`config.mk`:
```
export PLATFORM = sky130hd
export DESIGN_NAME = lsu_axil_master
export DESIGN_NICKNAME = d
export VERILOG_FILES = /design/src/rtl/lsu_axil_master.sv
export SDC_FILE = /design/constraint.sdc
export NUM_CORES = 1
export LEC_CHECK = 0
export ABC_CLOCK_PERIOD_IN_PS = 2900
export CAP_MARGIN = 10
export CORE_AREA = 2 2 136 138
export CTS_CLUSTER_SIZE = 24
export DETAILED_ROUTE_END_ITERATION = 8
export DIE_AREA = 0 0 138 140
export PLACE_DENSITY = 0.77
export REMOVE_ABC_BUFFERS = 1
export SYNTH_ARGS = -nofsm -noshare
export SYNTH_HDL_FRONTEND = slang
export SYNTH_SLANG_ARGS = --single-unit
```
`constraint.sdc`:
```
create_clock -name clk_i -period 2.9 [get_ports clk_i]
set_input_delay 0.58 -clock clk_i [delete_from_list [all_inputs] [get_ports clk_i]]
set_output_delay 0.58 -clock clk_i [all_outputs]
set_load 0.01 [all_outputs]
```
`src/rtl/lsu_axil_master.sv`:
```
// Load/store unit for nano_rv32i: local dmem byte-lane access or AXI-Lite MMIO master.
// Optional AXI watchdog enabled by defining LSU_TIMEOUT_EN.
module lsu_axil_master #(
    parameter int unsigned        ADDR_W      = 32,
    parameter logic [ADDR_W-1:0]  MMIO_BASE   = ADDR_W'(32'h3000_0000),
    parameter logic [ADDR_W-1:0]  MMIO_MASK   = ADDR_W'(32'hFF00_0000),
    parameter int unsigned        DMEM_LAT    = 1,
    parameter int unsigned        TIMEOUT_CYC = 256
) (
    input  logic              clk_i,
    input  logic              rst_i,
    input  logic              req_valid_i,
    output logic              req_ready_o,
    input  logic              req_we_i,
    input  logic [2:0]        funct3_i,
    input  logic [ADDR_W-1:0] addr_i,
    input  logic [31:0]       wdata_i,
    output logic              resp_valid_o,
    output logic [31:0]       resp_rdata_o,
    output logic              resp_err_o,
    output logic [ADDR_W-1:0] dmem_addr_o,
    output logic [3:0]        dmem_we_o,
    output logic              dmem_re_o,
    output logic [31:0]       dmem_wdata_o,
    input  logic [31:0]       dmem_rdata_i,
    output logic [ADDR_W-1:0] m_axi_awaddr,
    output logic              m_axi_awvalid,
    input  logic              m_axi_awready,
    output logic [31:0]       m_axi_wdata,
    output logic [3:0]        m_axi_wstrb,
    output logic              m_axi_wvalid,
    input  logic              m_axi_wready,
    input  logic [1:0]        m_axi_bresp,
    input  logic              m_axi_bvalid,
    output logic              m_axi_bready,
    output logic [ADDR_W-1:0] m_axi_araddr,
    output logic              m_axi_arvalid,
    input  logic              m_axi_arready,
    input  logic [31:0]       m_axi_rdata,
    input  logic [1:0]        m_axi_rresp,
    input  logic              m_axi_rvalid,
    output logic              m_axi_rready
);

    localparam int unsigned LAT_W = (DMEM_LAT < 1) ? 1 : $clog2(DMEM_LAT + 1);

    localparam logic [2:0] S_IDLE     = 3'd0;
    localparam logic [2:0] S_DMEM_WR  = 3'd1;
    localparam logic [2:0] S_DMEM_RD  = 3'd2;
    localparam logic [2:0] S_AXI_AW_W = 3'd3;
    localparam logic [2:0] S_AXI_B    = 3'd4;
    localparam logic [2:0] S_AXI_AR   = 3'd5;
    localparam logic [2:0] S_AXI_R    = 3'd6;
    localparam logic [2:0] S_RESP     = 3'd7;

    logic [2:0]        state_q, state_d;
    logic [2:0]        f3_q, f3_d;
    logic [1:0]        lane_q, lane_d;
    logic [LAT_W-1:0]  lat_cnt_q, lat_cnt_d;
    logic [ADDR_W-1:0] axi_addr_q, axi_addr_d;
    logic [ADDR_W-1:0] dmem_addr_d;
    logic [31:0]       st_data_q, st_data_d;
    logic [3:0]        wstrb_d, dmem_we_d;
    logic [31:0]       resp_rdata_d;
    logic              req_ready_d, resp_valid_d, resp_err_d, dmem_re_d;
    logic              awvalid_d, wvalid_d, bready_d, arvalid_d, rready_d;
    logic              aw_pend, w_pend;

    logic              misaligned_c;
    logic              mmio_hit_c;
    logic [3:0]        lane_mask_c;
    logic [31:0]       st_shift_c;

    logic              unused_resp_lsb;
    assign unused_resp_lsb = m_axi_bresp[0] ^ m_axi_rresp[0];

    // Shift the selected lane down and sign/zero-extend by access size.
    function automatic logic [31:0] extend(input logic [31:0] raw, input logic [2:0] f3,
                                           input logic [1:0] lane);
        logic [31:0] sh;
        sh = raw >> {lane, 3'b000};
        case (f3[1:0])
            2'b00:   return f3[2] ? {24'd0, sh[7:0]}   : {{24{sh[7]}}, sh[7:0]};
            2'b01:   return f3[2] ? {16'd0, sh[15:0]}  : {{16{sh[15]}}, sh[15:0]};
            default: return raw;
        endcase
    endfunction

    // Request decode on the raw inputs; only meaningful on the accept cycle.
    always_comb begin
        misaligned_c = 1'b1;
        lane_mask_c  = 4'hF;
        st_shift_c   = wdata_i;
        case (funct3_i)
            3'b000:  misaligned_c = 1'b0;
            3'b001:  misaligned_c = addr_i[0];
            3'b010:  misaligned_c = (addr_i[1:0] != 2'b00);
            3'b100:  misaligned_c = req_we_i;
            3'b101:  misaligned_c = req_we_i | addr_i[0];
            default: misaligned_c = 1'b1;
        endcase
        case (funct3_i[1:0])
            2'b00: begin
                lane_mask_c = 4'b0001 << addr_i[1:0];
                st_shift_c  = 32'(wdata_i[7:0]) << {addr_i[1:0], 3'b000};
            end
            2'b01: begin
                lane_mask_c = 4'b0011 << addr_i[1:0];
                st_shift_c  = 32'(wdata_i[15:0]) << {addr_i[1:0], 3'b000};
            end
            default: begin
                lane_mask_c = 4'hF;
                st_shift_c  = wdata_i;
            end
        endcase
        mmio_hit_c = ((addr_i & MMIO_MASK) == MMIO_BASE);
    end

`ifdef LSU_TIMEOUT_EN
    localparam int unsigned TMO_W = (TIMEOUT_CYC < 2) ? 1 : $clog2(TIMEOUT_CYC);
    logic [TMO_W-1:0] tmo_cnt_q, tmo_cnt_d;
    logic             in_axi_c;
    assign in_axi_c = (state_q == S_AXI_AW_W) || (state_q == S_AXI_B) ||
                      (state_q == S_AXI_AR)   || (state_q == S_AXI_R);
`else
    logic unused_timeout;
    assign unused_timeout = (TIMEOUT_CYC == 0);
`endif

    // Next-state and next-output logic; pulses default low, AXI payload holds.
    always_comb begin
        state_d      = state_q;
        f3_d         = f3_q;
        lane_d       = lane_q;
        lat_cnt_d    = lat_cnt_q;
        axi_addr_d   = axi_addr_q;
        dmem_addr_d  = dmem_addr_o;
        st_data_d    = st_data_q;
        wstrb_d      = m_axi_wstrb;
        dmem_we_d    = 4'd0;
        dmem_re_d    = 1'b0;
        resp_valid_d = 1'b0;
        resp_err_d   = 1'b0;
        resp_rdata_d = 32'd0;
        awvalid_d    = m_axi_awvalid;
        wvalid_d     = m_axi_wvalid;
        bready_d     = m_axi_bready;
        arvalid_d    = m_axi_arvalid;
        rready_d     = m_axi_rready;
        aw_pend      = m_axi_awvalid & ~m_axi_awready;
        w_pend       = m_axi_wvalid & ~m_axi_wready;

        case (state_q)
            S_IDLE: begin
                if (req_valid_i && req_ready_o) begin
                    f3_d        = funct3_i;
                    lane_d      = addr_i[1:0];
                    lat_cnt_d   = '0;
                    axi_addr_d  = addr_i;
                    dmem_addr_d = {addr_i[ADDR_W-1:2], 2'b00};
                    st_data_d   = st_shift_c;
                    wstrb_d     = lane_mask_c;
                    if (misaligned_c) begin
                        state_d      = S_RESP;
                        resp_valid_d = 1'b1;
                        resp_err_d   = 1'b1;
                    end else if (mmio_hit_c && req_we_i) begin
                        state_d   = S_AXI_AW_W;
                        awvalid_d = 1'b1;
                        wvalid_d  = 1'b1;
                    end else if (mmio_hit_c) begin
                        state_d   = S_AXI_AR;
                        arvalid_d = 1'b1;
                    end else if (req_we_i) begin
                        state_d   = S_DMEM_WR;
                        dmem_we_d = lane_mask_c;
                    end else begin
                        state_d   = S_DMEM_RD;
                        dmem_re_d = 1'b1;
                    end
                end
            end
            S_DMEM_WR: begin
                state_d      = S_RESP;
                resp_valid_d = 1'b1;
            end
            S_DMEM_RD: begin
                lat_cnt_d = lat_cnt_q + LAT_W'(1);
                if (lat_cnt_q == LAT_W'(DMEM_LAT)) begin
                    state_d      = S_RESP;
                    resp_valid_d = 1'b1;
                    resp_rdata_d = extend(dmem_rdata_i, f3_q, lane_q);
                end
            end
            S_AXI_AW_W: begin
                awvalid_d = aw_pend;
                wvalid_d  = w_pend;
                if (!aw_pend && !w_pend) begin
                    state_d  = S_AXI_B;
                    bready_d = 1'b1;
                end
            end
            S_AXI_B: begin
                if (m_axi_bvalid) begin
                    state_d      = S_RESP;
                    bready_d     = 1'b0;
                    resp_valid_d = 1'b1;
                    resp_err_d   = m_axi_bresp[1];
                end
            end
            S_AXI_AR: begin
                if (m_axi_arready) begin
                    state_d   = S_AXI_R;
                    arvalid_d = 1'b0;
                    rready_d  = 1'b1;
                end
            end
            S_AXI_R: begin
                if (m_axi_rvalid) begin
                    state_d      = S_RESP;
                    rready_d     = 1'b0;
                    resp_valid_d = 1'b1;
                    resp_err_d   = m_axi_rresp[1];
                    resp_rdata_d = extend(m_axi_rdata, f3_q, lane_q);
                end
            end
            S_RESP: begin
                state_d = S_IDLE;
            end
            default: begin
                state_d = S_IDLE;
            end
        endcase

`ifdef LSU_TIMEOUT_EN
        // Watchdog: abandon a stalled AXI transfer after TIMEOUT_CYC cycles in one state.
        tmo_cnt_d = '0;
        if (in_axi_c && state_d == state_q) begin
            if (tmo_cnt_q == TMO_W'(TIMEOUT_CYC - 1)) begin
                state_d      = S_RESP;
                awvalid_d    = 1'b0;
                wvalid_d     = 1'b0;
                bready_d     = 1'b0;
                arvalid_d    = 1'b0;
                rready_d     = 1'b0;
                resp_valid_d = 1'b1;
                resp_err_d   = 1'b1;
                resp_rdata_d = 32'd0;
            end else begin
                tmo_cnt_d = tmo_cnt_q + TMO_W'(1);
            end
        end
`endif

        req_ready_d = (state_d == S_IDLE);
    end

    always_ff @(posedge clk_i) begin
        if (rst_i) begin
            state_q       <= S_IDLE;
            f3_q          <= 3'd0;
            lane_q        <= 2'd0;
            lat_cnt_q     <= '0;
            axi_addr_q    <= '0;
            st_data_q     <= 32'd0;
            req_ready_o   <= 1'b1;
            resp_valid_o  <= 1'b0;
            resp_rdata_o  <= 32'd0;
            resp_err_o    <= 1'b0;
            dmem_addr_o   <= '0;
            dmem_we_o     <= 4'd0;
            dmem_re_o     <= 1'b0;
            m_axi_wstrb   <= 4'd0;
            m_axi_awvalid <= 1'b0;
            m_axi_wvalid  <= 1'b0;
            m_axi_bready  <= 1'b0;
            m_axi_arvalid <= 1'b0;
            m_axi_rready  <= 1'b0;
        end else begin
            state_q       <= state_d;
            f3_q          <= f3_d;
            lane_q        <= lane_d;
            lat_cnt_q     <= lat_cnt_d;
            axi_addr_q    <= axi_addr_d;
            st_data_q     <= st_data_d;
            req_ready_o   <= req_ready_d;
            resp_valid_o  <= resp_valid_d;
            resp_rdata_o  <= resp_rdata_d;
            resp_err_o    <= resp_err_d;
            dmem_addr_o   <= dmem_addr_d;
            dmem_we_o     <= dmem_we_d;
            dmem_re_o     <= dmem_re_d;
            m_axi_wstrb   <= wstrb_d;
            m_axi_awvalid <= awvalid_d;
            m_axi_wvalid  <= wvalid_d;
            m_axi_bready  <= bready_d;
            m_axi_arvalid <= arvalid_d;
            m_axi_rready  <= rready_d;
        end
    end

`ifdef LSU_TIMEOUT_EN
    always_ff @(posedge clk_i) begin
        if (rst_i) tmo_cnt_q <= '0;
        else       tmo_cnt_q <= tmo_cnt_d;
    end
`endif

    // Address and store data come straight from their flops on both buses.
    assign m_axi_awaddr = axi_addr_q;
    assign m_axi_araddr = axi_addr_q;
    assign m_axi_wdata  = st_data_q;
    assign dmem_wdata_o = st_data_q;

endmodule

```
==> impl_metrics.tcl <==
set metrics [dict create \
    synth_simple_gate_area_frac 0.178 \
    avgSynthCellArea_sq_um 7.96 \
    start_util 0.374 \
    synth_top_family_by_area "compound AO/OA/AOI/OAI gates" \
    muxShareOfSynthArea 0.0566 \
    gp_congestion 0.881 \
    io_pins 353 \
    rows 49 \
    vias 7158 \
    cp.arrival_ns 1.97 \
    holdCritPathClass "flop to flop" \
    vias_per_cell 5.42 \
    end_kind "output pin" \
    synth_area_leader_cell "dfxtp_1" \
    dp_hpwl_um 18900 \
    worstPathMaxFanout 31 \
    relSlewSlack 0.184 \
    synth_xor_area_frac 0.00132 \
    yosys_register_bits 120 \
    h-tree-depth 4 \
    clkSinkCount 120 \
    synth_edf_count 0 \
    grt_use_total 0.248 \
    drt_iter0_markers 531 \
    yosys.cell_types.count 54 \
    crit_path_start_kind "flop" \
    worst_slack_ns 0.349 \
    synth_flop_cell "dfxtp_1" \
    dieArea_sq_um 19300 \
    area_growth_pct 55.0 \
    clk_latency_ns 0.42 \
    antenna_found_initial 3 \
    drv_slew 0 \
    ctsHoldBuffers 0 \
    timing.rr.start "m_axi_araddr[1]$_SDFFE_PP0P_" \
    async_flop_share 0 \
    post-route-min-period_ns 2.55 \
    core_area_sq_um 17800 \
    fmax_ghz 0.392 \
    place_ws_ns -0.0915 \
    synthAdderAreaFrac 0.00564 \
    ys_seq_area_frac 0.361 \
    ir_drop_uv 436 \
    die_h_um 140 \
    clk_pin_slew_ns 0.06 \
    max-clock-path-buffers 2 \
    wl_per_cell_um 19.2 \
    netlist.area_leader.share 0.361 \
    p_leak_nw 3.61 \
    postLayoutCoreUtil 0.580 \
    hold_violations 0 \
    drive_gt1_frac 0.0697 \
    worst-setup-path-type "flop to output pin" \
    syn_area_sq_um 6650 \
    hp-start "dmem_wdata_o[18]$_SDFFE_PP0P_" \
    drtAntennaViolNets 0 \
    dieWidth_um 138 \
    portBuffers 348 \
    cts-root-buf "clkbuf_16" \
    wl_um 25400 \
    synth_compound_area_frac 0.243 \
    drt_first_pass_iters 5 \
    holdPathStages 2 \
    power_density_nw_per_um2 729 \
    finClkSkew_ns 0.00756 \
    synthCells 836 \
    ctsResizeCount 0 \
    grt_pass1_wl_um 38000 \
    crit_required_ns 2.32 \
    drv_cap 0 \
    tightestPinTransition_ns 1.22 \
    setup-violations-final 0 \
    grt-ovfl-total 0 \
    tritoncts "built" \
    cts_made_buffers 17 \
    grt_start_max_net_pins 68 \
    yosysWarnings 0 \
    grt_pass1_vias 6756 \
    timing.final.crit_share 0.880 \
    drc 0 \
    rsz0062_at_grt "no" \
    status "completed" \
    ff2ff_path_depth 7 \
    yosys-top-cells-area "dfxtp_1, buf_4, nand2_1, a21oi_1, mux2i_1" \
    layout.nets 1225 \
    cts_setup_buffers 0 \
    startpoint "m_axi_araddr[1]$_SDFFE_PP0P_" \
]
critical path, stage by stage (launching register included):
cell and delay [ns]:
dfxtp_1 0.55, buf_4 0.40, clkdlybuf4s50_1 0.61
sequential cells by signal, summed over array words and instances (netlist names), 3 cells and up:
register / flops
dmem_we_o: 4
m_axi_araddr: 31
dmem_wdata_o: 32
f3_q: 3
resp_rdata_o: 32
state_q: 3
m_axi_wstrb: 4
synthesized netlist by cell type (3+ instances only):
cell type and instances:
nand3_1 21, a221o_1 26, ha_1 3, a222oi_1 6, nand3b_1 3, inv_1 9, nor3_1 11, nand2b_1 11
o21ai_0 25, nand2_1 145, o211ai_1 29, clkbuf_1 52, o22ai_1 4, a21oi_1 83, buf_2 9, mux2i_1 32
nor2b_1 9, buf_4 97, nand4b_1 3, a221oi_1 5, a22oi_1 18, o221ai_1 14, nor2_1 58, a211oi_1 9
dfxtp_1 120
power breakdown:
| part | switching (mW) | total [mW] | internal, mW |
|---|---|---|---|
| logic | 1.51 | 3.12 | 1.62 |
| clock network | 0.803 | 2.11 | 1.31 |
| registers | 0.327 | 2.28 | 1.96 |
| total | 2.64 | 7.52 | 4.88 |
logic make-up after synthesis:
logic type / Yosys count
flops: 120
mux: 35
simple gates: 273
fa+ha+maj: 3
other cells: 1
compound gates: 233
buf+inv: 170
xor+xnor: 1
final timing paths:
path,endpoint,slack (ns)
worst max-delay path,m_axi_araddr[1],0.35
worst min-delay path,dmem_wdata_o[18]$_SDFFE_PP0P_,0.47
worst max register to register,resp_rdata_o[12]$_SDFF_PP0_,0.67
worst min register to register,dmem_wdata_o[18]$_SDFFE_PP0P_,0.47
stage by stage:
stage | hold WS, ns | cells | cell area [sq um] | TNS (ns) | total power, mW
after floorplan | 0.486 | 677 | 5670 | -6.66 | 3.55
after global placement | 0.458 | 1288 | 9730 | -0.0368 | 5.40
after global routing | 0.494 | 1321 | 10300 | 0 | 7.87
final | 0.469 | 1321 | 10300 | 0 | 7.52
after detailed placement | 0.461 | 1288 | 9730 | -0.0952 | 5.43
after CTS | 0.471 | 1320 | 10300 | 0 | 7.56
placed cells by master (no fill, tap or decap), types with 3 or more instances in the layout:
master	instances
mux2i_1	32
dfxtp_1	119
inv_1	9
o22ai_1	4
o221ai_1	14
buf_4	33
clkinvlp_4	3
nand2b_1	11
clkinv_4	3
a222oi_1	6
ha_1	3
nand4b_1	3
clkbuf_16	17
a221oi_1	5
o21ai_0	25
nand3b_1	3
a22oi_1	18
nand2_1	145
nor2_1	58
a21oi_1	83
o211ai_1	29
nor2b_1	9
a211oi_1	9
a221o_1	26
nor3_1	11
clkinv_2	3
nand3_1	21
clkdlybuf4s50_1	347
routing by layer:
layer / track usage / part of all wire / vias to the layer above
met5: 0 / 0.00051 / -
met4: 0.124 / 0.039 / 2
met3: 0.0862 / 0.097 / 57
met2: 0.434 / 0.49 / 395
met1: 0.267 / 0.37 / 3337
li1: - / - / 3367
final cells by class:
type / instances / area (sq um)
Antenna cell: 1 / 2.50
Sequential cell: 120 / 2400
Tap cell: 229 / 287
Fill cell: 1632 / 7470
Multi-Input combinational cell: 547 / 3240
Timing Repair Buffer: 382 / 3760
Clock inverter: 11 / 124
Inverter: 10 / 37.5
Clock buffer: 21 / 460
Power figures use the tool's default switching activity.
